==> src/rtl/ex_stage.sv <==
// ex_stage: execute stage with the HI/LO registers and an iterative restoring divider.
// The result/forwarding path is combinational; DIV/DIVU stall the pipeline until the divider reaches DONE.
module ex_stage #(
  parameter int DATA_W = 32
) (
  input  logic              clk,
  input  logic              rst,
  input  logic [7:0]        aluop_i,
  input  logic [2:0]        alusel_i,
  input  logic [DATA_W-1:0] reg1_i,
  input  logic [DATA_W-1:0] reg2_i,
  input  logic [4:0]        wd_i,
  input  logic              wreg_i,
  output logic [4:0]        wd_o,
  output logic              wreg_o,
  output logic [DATA_W-1:0] wdata_o,
  output logic [DATA_W-1:0] hi_o,
  output logic [DATA_W-1:0] lo_o,
  output logic              stallreq_o
);

  // state | meaning
  // IDLE  | no divide in flight; DIV/DIVU latches operands here
  // BUSY  | one restoring step per cycle, count 0..DATA_W-1
  // DONE  | sign fix-up; HI/LO are written at this edge

  localparam int CNT_W = (DATA_W > 1) ? $clog2(DATA_W) : 1;

  localparam logic [7:0] OP_OR   = 8'b00100101;
  localparam logic [7:0] OP_DIV  = 8'b00011010;
  localparam logic [7:0] OP_DIVU = 8'b00011011;
  localparam logic [7:0] OP_MFHI = 8'b00010000;
  localparam logic [7:0] OP_MFLO = 8'b00010010;

  localparam logic [2:0] SEL_LOGIC = 3'b001;
  localparam logic [2:0] SEL_MOVE  = 3'b011;

  typedef enum logic [1:0] {
    S_IDLE = 2'd0,
    S_BUSY = 2'd1,
    S_DONE = 2'd2
  } state_e;

  state_e              state_q, state_d;
  logic [CNT_W-1:0]    cnt_q, cnt_d;
  logic [DATA_W-1:0]   quo_q, quo_d;
  logic [DATA_W-1:0]   rem_q, rem_d;
  logic [DATA_W-1:0]   dvs_q, dvs_d;
  logic [DATA_W-1:0]   dvd_q, dvd_d;
  logic                quo_neg_q, quo_neg_d;
  logic                rem_neg_q, rem_neg_d;
  logic                div0_q, div0_d;
  logic [DATA_W-1:0]   hi_q, hi_d;
  logic [DATA_W-1:0]   lo_q, lo_d;

  logic                is_div;
  logic                is_signed;
  logic [DATA_W-1:0]   op1_abs;
  logic [DATA_W-1:0]   op2_abs;
  logic [DATA_W:0]     rem_sh;
  logic [DATA_W:0]     diff;

  assign is_div    = (aluop_i == OP_DIV) || (aluop_i == OP_DIVU);
  assign is_signed = (aluop_i == OP_DIV);
  assign op1_abs   = (is_signed && reg1_i[DATA_W-1]) ? -reg1_i : reg1_i;
  assign op2_abs   = (is_signed && reg2_i[DATA_W-1]) ? -reg2_i : reg2_i;

  // Shift the next dividend bit into the partial remainder and trial-subtract.
  assign rem_sh = {rem_q, quo_q[DATA_W-1]};
  assign diff   = rem_sh - {1'b0, dvs_q};

  always_comb begin
    state_d   = state_q;
    cnt_d     = cnt_q;
    quo_d     = quo_q;
    rem_d     = rem_q;
    dvs_d     = dvs_q;
    dvd_d     = dvd_q;
    quo_neg_d = quo_neg_q;
    rem_neg_d = rem_neg_q;
    div0_d    = div0_q;
    hi_d      = hi_q;
    lo_d      = lo_q;

    case (state_q)
      S_IDLE: begin
        if (is_div) begin
          dvd_d     = reg1_i;
          quo_neg_d = is_signed && (reg1_i[DATA_W-1] ^ reg2_i[DATA_W-1]);
          rem_neg_d = is_signed && reg1_i[DATA_W-1];
          if (reg2_i != '0) begin
            quo_d   = op1_abs;
            dvs_d   = op2_abs;
            rem_d   = '0;
            cnt_d   = '0;
            div0_d  = 1'b0;
            state_d = S_BUSY;
          end else begin
            div0_d  = 1'b1;
            state_d = S_DONE;
          end
        end
      end
      S_BUSY: begin
        if (!is_div) begin
          state_d = S_IDLE;
        end else begin
          if (!diff[DATA_W]) begin
            rem_d = diff[DATA_W-1:0];
            quo_d = {quo_q[DATA_W-2:0], 1'b1};
          end else begin
            rem_d = rem_sh[DATA_W-1:0];
            quo_d = {quo_q[DATA_W-2:0], 1'b0};
          end
          if (cnt_q == CNT_W'(DATA_W - 1)) begin
            state_d = S_DONE;
          end else begin
            cnt_d = cnt_q + 1'b1;
          end
        end
      end
      S_DONE: begin
        if (div0_q) begin
          hi_d = dvd_q;
          lo_d = '1;
        end else begin
          lo_d = quo_neg_q ? -quo_q : quo_q;
          hi_d = rem_neg_q ? -rem_q : rem_q;
        end
        state_d = S_IDLE;
      end
      default: state_d = S_IDLE;
    endcase
  end

  always_ff @(posedge clk) begin
    if (rst) begin
      state_q   <= S_IDLE;
      cnt_q     <= '0;
      quo_q     <= '0;
      rem_q     <= '0;
      dvs_q     <= '0;
      dvd_q     <= '0;
      quo_neg_q <= 1'b0;
      rem_neg_q <= 1'b0;
      div0_q    <= 1'b0;
      hi_q      <= '0;
      lo_q      <= '0;
    end else begin
      state_q   <= state_d;
      cnt_q     <= cnt_d;
      quo_q     <= quo_d;
      rem_q     <= rem_d;
      dvs_q     <= dvs_d;
      dvd_q     <= dvd_d;
      quo_neg_q <= quo_neg_d;
      rem_neg_q <= rem_neg_d;
      div0_q    <= div0_d;
      hi_q      <= hi_d;
      lo_q      <= lo_d;
    end
  end

  always_comb begin
    wd_o       = '0;
    wreg_o     = 1'b0;
    wdata_o    = '0;
    stallreq_o = 1'b0;
    if (!rst) begin
      wd_o       = wd_i;
      wreg_o     = wreg_i && !is_div;
      stallreq_o = is_div && (state_q != S_DONE);
      case (alusel_i)
        SEL_LOGIC: begin
          if (aluop_i == OP_OR) wdata_o = reg1_i | reg2_i;
        end
        SEL_MOVE: begin
          if (aluop_i == OP_MFHI)      wdata_o = hi_q;
          else if (aluop_i == OP_MFLO) wdata_o = lo_q;
        end
        default: wdata_o = '0;
      endcase
    end
  end

  assign hi_o = hi_q;
  assign lo_o = lo_q;

endmodule
==> config.mk <==
export PLATFORM = sky130hd
export DESIGN_NAME = ex_stage
export DESIGN_NICKNAME = d
export VERILOG_FILES = /design/src/rtl/ex_stage.sv
export SDC_FILE = /design/constraint.sdc
export NUM_CORES = 1
export LEC_CHECK = 0
export CAP_MARGIN = 25
export CORE_MARGIN = 2
export CORE_UTILIZATION = 40
export CTS_CLUSTER_DIAMETER = 30
export DETAILED_ROUTE_END_ITERATION = 12
export GPL_TIMING_DRIVEN = 0
export MAX_ROUTING_LAYER = met4
export SLEW_MARGIN = 40
export SYNTH_ARGS = -nofsm -noshare
export SYNTH_HDL_FRONTEND = slang
export SYNTH_SLANG_ARGS = --single-unit
==> constraint.sdc <==
create_clock -name clk -period 4.8 [get_ports clk]
set_clock_uncertainty 0.2 [all_clocks]
set_input_delay 0.72 -clock clk [delete_from_list [all_inputs] [get_ports clk]]
set_output_delay 0.72 -clock clk [all_outputs]
set_load 0.01 [all_outputs]
==> report_table.html <==
<table>
<tr><th>Metric</th><th>Value</th></tr>
<tr><th colspan="2">Placement</th></tr>
<tr><td>Final weighted congestion in routability-driven placement</td><td>0.958</td></tr>
<tr><td>Dpl hpwl</td><td>41,000 microns</td></tr>
<tr><td>Count of port buffers added during placement</td><td>184</td></tr>
<tr><td>Placed standard-cell area</td><td>15,500 sq um</td></tr>
<tr><td>Post-place setup slack</td><td>-0.225 ns</td></tr>
<tr><td>Number of cells after detailed placement</td><td>2,381</td></tr>
<tr><th colspan="2">Die</th></tr>
<tr><td>I/O pin count</td><td>approximately 190</td></tr>
<tr><td>Y dimension of the die</td><td>185 microns</td></tr>
<tr><td>Rows</td><td>66</td></tr>
<tr><td>Horiz. Die Dim</td><td>185 microns</td></tr>
<tr><td>Initial standard-cell utilization of the core</td><td>0.404</td></tr>
<tr><td>Area of the die</td><td>around 34,000 sq um</td></tr>
<tr><td>Core region area</td><td>about 32,000 sq um</td></tr>
<tr><th colspan="2">Critical path</th></tr>
<tr><td>Arrival time at the worst endpoint</td><td>3.81 ns</td></tr>
<tr><td>Sequence of cells on the critical path</td><td>clkdlybuf4s50_1 &gt; or2_2 &gt; nor4_1 &gt; nor3b_4 &gt; buf_12 &gt; clkbuf_2 &gt; a22o_1 &gt; nand2_1 &gt; a21oi_1 &gt; clkdlybuf4s50_1</td></tr>
<tr><td>Worst r2r src</td><td>quo_q[31]</td></tr>
<tr><td>Worst Setup SP</td><td>aluop_i[7]</td></tr>
<tr><td>Total buffers and inverters traversed by the critical path</td><td>4</td></tr>
<tr><td>R2R Setup Slk</td><td>approximately 0.69 ns</td></tr>
<tr><td>Family with the most delay on the worst path</td><td>buffers and inverters</td></tr>
<tr><td>Category of the critical setup timing path</td><td>in -&gt; out</td></tr>
<tr><td>Critical path data required time</td><td>between 3 and 4 ns</td></tr>
<tr><td>CP startpoint kind</td><td>input port</td></tr>
<tr><td>End of the worst register-to-register path</td><td>rem_q[26]</td></tr>
<tr><td>Largest stage delay, worst path</td><td>0.61 ns</td></tr>
<tr><td>Critical Path Sink Type</td><td>output pin</td></tr>
<tr><td>Worst setup path endpoint</td><td>wdata_o[20]</td></tr>
<tr><td>Worst R2R Path Depth</td><td>14</td></tr>
<tr><td>Maximum fanout count along the critical path</td><td>10</td></tr>
<tr><td>Slowest cell on crit path</td><td>clkdlybuf4s50_1</td></tr>
<tr><td>Most Frequent Cell on Critical Path</td><td>clkdlybuf4s50_1</td></tr>
<tr><td>Total number of cells along the worst setup path</td><td>10</td></tr>
<tr><th colspan="2">Timing</th></tr>
<tr><td>Min Tclk post-route</td><td>around 4.7 ns</td></tr>
<tr><td>Ratio of final minimum period to clock period</td><td>0.984</td></tr>
<tr><td>Total Negative Setup Slacks</td><td>0 ns</td></tr>
<tr><td>Number of hold violations in the final report</td><td>0</td></tr>
<tr><td>Slew at the pin closest to its max-slew limit</td><td>between 0.8 and 0.9 ns</td></tr>
<tr><td>Max frequency</td><td>roughly 0.21 GHz</td></tr>
<tr><td>Smallest setup slack after layout</td><td>around 0.075 ns</td></tr>
<tr><td>Setup violation total in the final timing report</td><td>0</td></tr>
<tr><td>Headroom to the max-slew limit</td><td>0.441</td></tr>
<tr><td>Slew Viols, Final</td><td>0</td></tr>
<tr><th colspan="2">Clock tree</th></tr>
<tr><td>CTS hold repair buffers</td><td>0</td></tr>
<tr><td>Maximum buffer depth of the clock tree</td><td>3</td></tr>
<tr><td>Clock slew seen by the registers of the worst setup and hold paths</td><td>approximately 0.040 ns</td></tr>
<tr><td>Cell at the root of the clock tree</td><td>clkbuf_16</td></tr>
<tr><td>Deepest level of the CTS H-tree</td><td>2</td></tr>
<tr><td>Insertion delay of the later-clocked pin in the worst-skew pair</td><td>0.56 ns</td></tr>
<tr><td>CTS Buf Count</td><td>53</td></tr>
<tr><td>Clock tree from TritonCTS</td><td>yes</td></tr>
<tr><td>Clock tree sinks</td><td>between 200 and 250</td></tr>
<tr><th colspan="2">Drt</th></tr>
<tr><td>First-iteration detailed-routing DRC count</td><td>about 1,200</td></tr>
<tr><td>Antenna viol nets, final</td><td>0</td></tr>
<tr><td>DR pass1 iterations</td><td>5</td></tr>
<tr><td>Vias per cell</td><td>about 5.7</td></tr>
<tr><td>Post-DR wirelength/cell</td><td>~21 microns</td></tr>
<tr><td>Total wire length after detailed routing</td><td>around 53,000 microns</td></tr>
<tr><td>Via count</td><td>around 14,000</td></tr>
<tr><td>Count of unresolved DRC violations after routing</td><td>0</td></tr>
<tr><th colspan="2">Flow run</th></tr>
<tr><td>Max-cap viol count</td><td>0</td></tr>
<tr><th colspan="2">Cells and area</th></tr>
<tr><td>Final antenna diode count</td><td>0</td></tr>
<tr><td>Layout-stage area growth over the synthesis result</td><td>33.2%</td></tr>
<tr><td>Final Non-Filler Cells</td><td>between 2,000 and 2,500</td></tr>
<tr><td>Multi-input gate area</td><td>8330 sq um</td></tr>
<tr><td>Layout cell share with drive strength beyond 1</td><td>0.0712</td></tr>
<tr><td>Number of nets in the layout</td><td>roughly 2,100</td></tr>
<tr><td>Sequential cell area in the final layout</td><td>slightly above 4000 sq um</td></tr>
<tr><td>Filler cell count in the final layout</td><td>roughly 3,200</td></tr>
<tr><td>Top library cells by usage in the layout, fill and taps aside</td><td>nand2_1, dfxtp_1, clkdlybuf4s50_1</td></tr>
<tr><td>Final cell area excluding filler cells</td><td>around 17,000 sq um</td></tr>
<tr><td>Most common cell after layout, fill and taps aside</td><td>nand2_1</td></tr>
<tr><th colspan="2">GRT</th></tr>
<tr><td>Wire length of the first global-routing pass</td><td>78,900 microns</td></tr>
<tr><td>Total GRT Usage</td><td>0.313</td></tr>
<tr><td>Via count of the first global-routing pass</td><td>13,500</td></tr>
<tr><td>Global-route congestion overflow total</td><td>0</td></tr>
<tr><td>Pin count of the biggest net entering global routing</td><td>15</td></tr>
<tr><td>Initial antenna violation count</td><td>0</td></tr>
<tr><th colspan="2">Pwr</th></tr>
<tr><td>Power Dens Cells</td><td>roughly 330 nW/um^2</td></tr>
<tr><td>Leak Pwr</td><td>around 6.4 nW</td></tr>
<tr><td>Maximum ir drop on the vdd rail</td><td>roughly 0.00024 V</td></tr>
<tr><td>Overall Power</td><td>roughly 5.8 mW</td></tr>
<tr><th colspan="2">Synthesis</th></tr>
<tr><td>Synth Cell Area</td><td>about 13,000 sq um</td></tr>
<tr><td>Flops &amp; latches, synth</td><td>202</td></tr>
<tr><td>Synthesized net count</td><td>roughly 1,900</td></tr>
<tr><td>Number of warnings issued by yosys</td><td>0</td></tr>
<tr><td>Mean cell area of the mapped netlist</td><td>7.46 sq um</td></tr>
<tr><td>Prevailing post-synth register cell</td><td>dfxtp_1</td></tr>
<tr><td>Fraction of the yosys area taken by sequential cells</td><td>0.309</td></tr>
<tr><td>Number of library cell types mapped by synthesis</td><td>73</td></tr>
<tr><td>Number of instances in the synthesized netlist</td><td>roughly 1,800</td></tr>
<tr><td>Fraction of synthesis flops using an asynchronous set or reset pin</td><td>0</td></tr>
<tr><td>Post-synth EDFFs</td><td>0</td></tr>
<tr><th colspan="2">Run status</th></tr>
<tr><td>Result of the run</td><td>finished clean</td></tr>
<tr><th colspan="2">Hold path</th></tr>
<tr><td>Hold Path Class</td><td>reg -&gt; reg</td></tr>
</table>
Yosys cell counts, drive strengths merged (8+ instances only):
cell type	count	area (sq um)
a21oi	175	876
inv	49	184
dfxtp	202	4040
a21o	15	113
nand2	295	1110
or4	19	151
clkbuf	100	375
nor2	153	574
xnor2	60	526
or3	14	103
a22o	38	333
o22ai	8	50.1
nor4	9	56.3
nand3	17	85.1
mux2i	32	320
xor2	84	736
o41ai	20	183
nand2b	15	93.8
nor3	26	145
nor2b	13	81.3
a31oi	9	56.3
o21ai	138	691
o31ai	29	231
ha	39	488
buf	27	173
o211ai	11	82.6
a211oi	75	568
worst min-delay path by stage:
stage          slack [ns]  depth (start not counted)  startpoint        end
2_1_floorplan        0.23                          2   dvd_q[31]  dvd_q[31]
3_3_place_gp         0.24                          2   dvd_q[23]  dvd_q[23]
3_5_place_dp         0.24                          2   dvd_q[25]  dvd_q[25]
4_1_cts              0.25                          2   dvd_q[31]  dvd_q[31]
5_1_grt              0.27                          2   dvd_q[31]  dvd_q[31]
6_report             0.25                          2    dvd_q[2]   dvd_q[2]
kinds of logic (layout without fill, tap and decap cells):
| group | after synthesis | count (layout) | synth area share |
|---|---|---|---|
| xor+xnor | 144 | 144 | 0.0964 |
| mux | 32 | 32 | 0.0245 |
| fa+ha+maj | 40 | 40 | 0.0388 |
| flops | 202 | 202 | 0.309 |
| buf+inv | 177 | 459 | 0.0566 |
| simple gates | 610 | 610 | 0.211 |
| compound gates | 549 | 549 | 0.264 |
worst reg2reg max path, stage by stage, from the launching register on:
cell and delay, ns:
dfxtp_1 0.30, inv_1 0.15, ha_1 0.29, fa_1 0.41, nand2b_1 0.21, a21oi_1 0.22
o211ai_1 0.26, a21oi_1 0.20, nor2_1 0.11, nor4b_1 0.26, or3_1 0.19, clkbuf_1 0.15
clkbuf_1 0.65, o2bb2ai_1 0.16, a31o_2 0.24
repair_timing:
item / 4_1_cts / 5_1_grt
pin swaps: 0 / 1
buffers inserted: 0 / 1
endpoints found under the setup margin: 11 / 27
gates resized for setup: 5 / 4
report_power, final:
group / total (mW) / internal [mW] / leakage, nW / switching [mW]
combinational: 0.401 / 0.159 / 3.89 / 0.242
sequential: 1.69 / 1.69 / 1.63 / 0.00293
clock: 3.73 / 2.64 / 0.922 / 1.09
total: 5.83 / 4.49 / 6.44 / 1.33
layer usage:
metal  track usage  vias to the layer above  wire (microns)
met4         0.126                        0            2100
met5             -                        -               0
li1              -                     6733               -
met3        0.0564                      143            3780
met1         0.384                     6588           22300
met2         0.509                      563           24700
registers in the layout, indices dropped and copies added, names as in the netlist:
name and flops:
cnt_q 5, div0_q 1, dvd_q 32, dvs_q 32, hi_o 32, lo_o 32
quo_neg_q 1, quo_q 32, rem_neg_q 1, rem_q 32, state_q 2
stage by stage:
stage	hold slack, ns	utilization
2_1_floorplan	0.231	-
3_3_place_gp	0.238	0.478
6_report	0.251	0.538
3_5_place_dp	0.245	0.479
5_1_grt	0.266	0.538
4_1_cts	0.251	0.537
layout make-up:
cell class	count	area share
buffer	127	0.0320
sequential	202	0.232
clock inverter	31	0.0253
inverter	49	0.0106
timing repair buffer	186	0.107
clock buffer	66	0.0830
multi-input combinational	1375	0.478
tap	442	0.0317
Power figures use the tool's default switching activity.
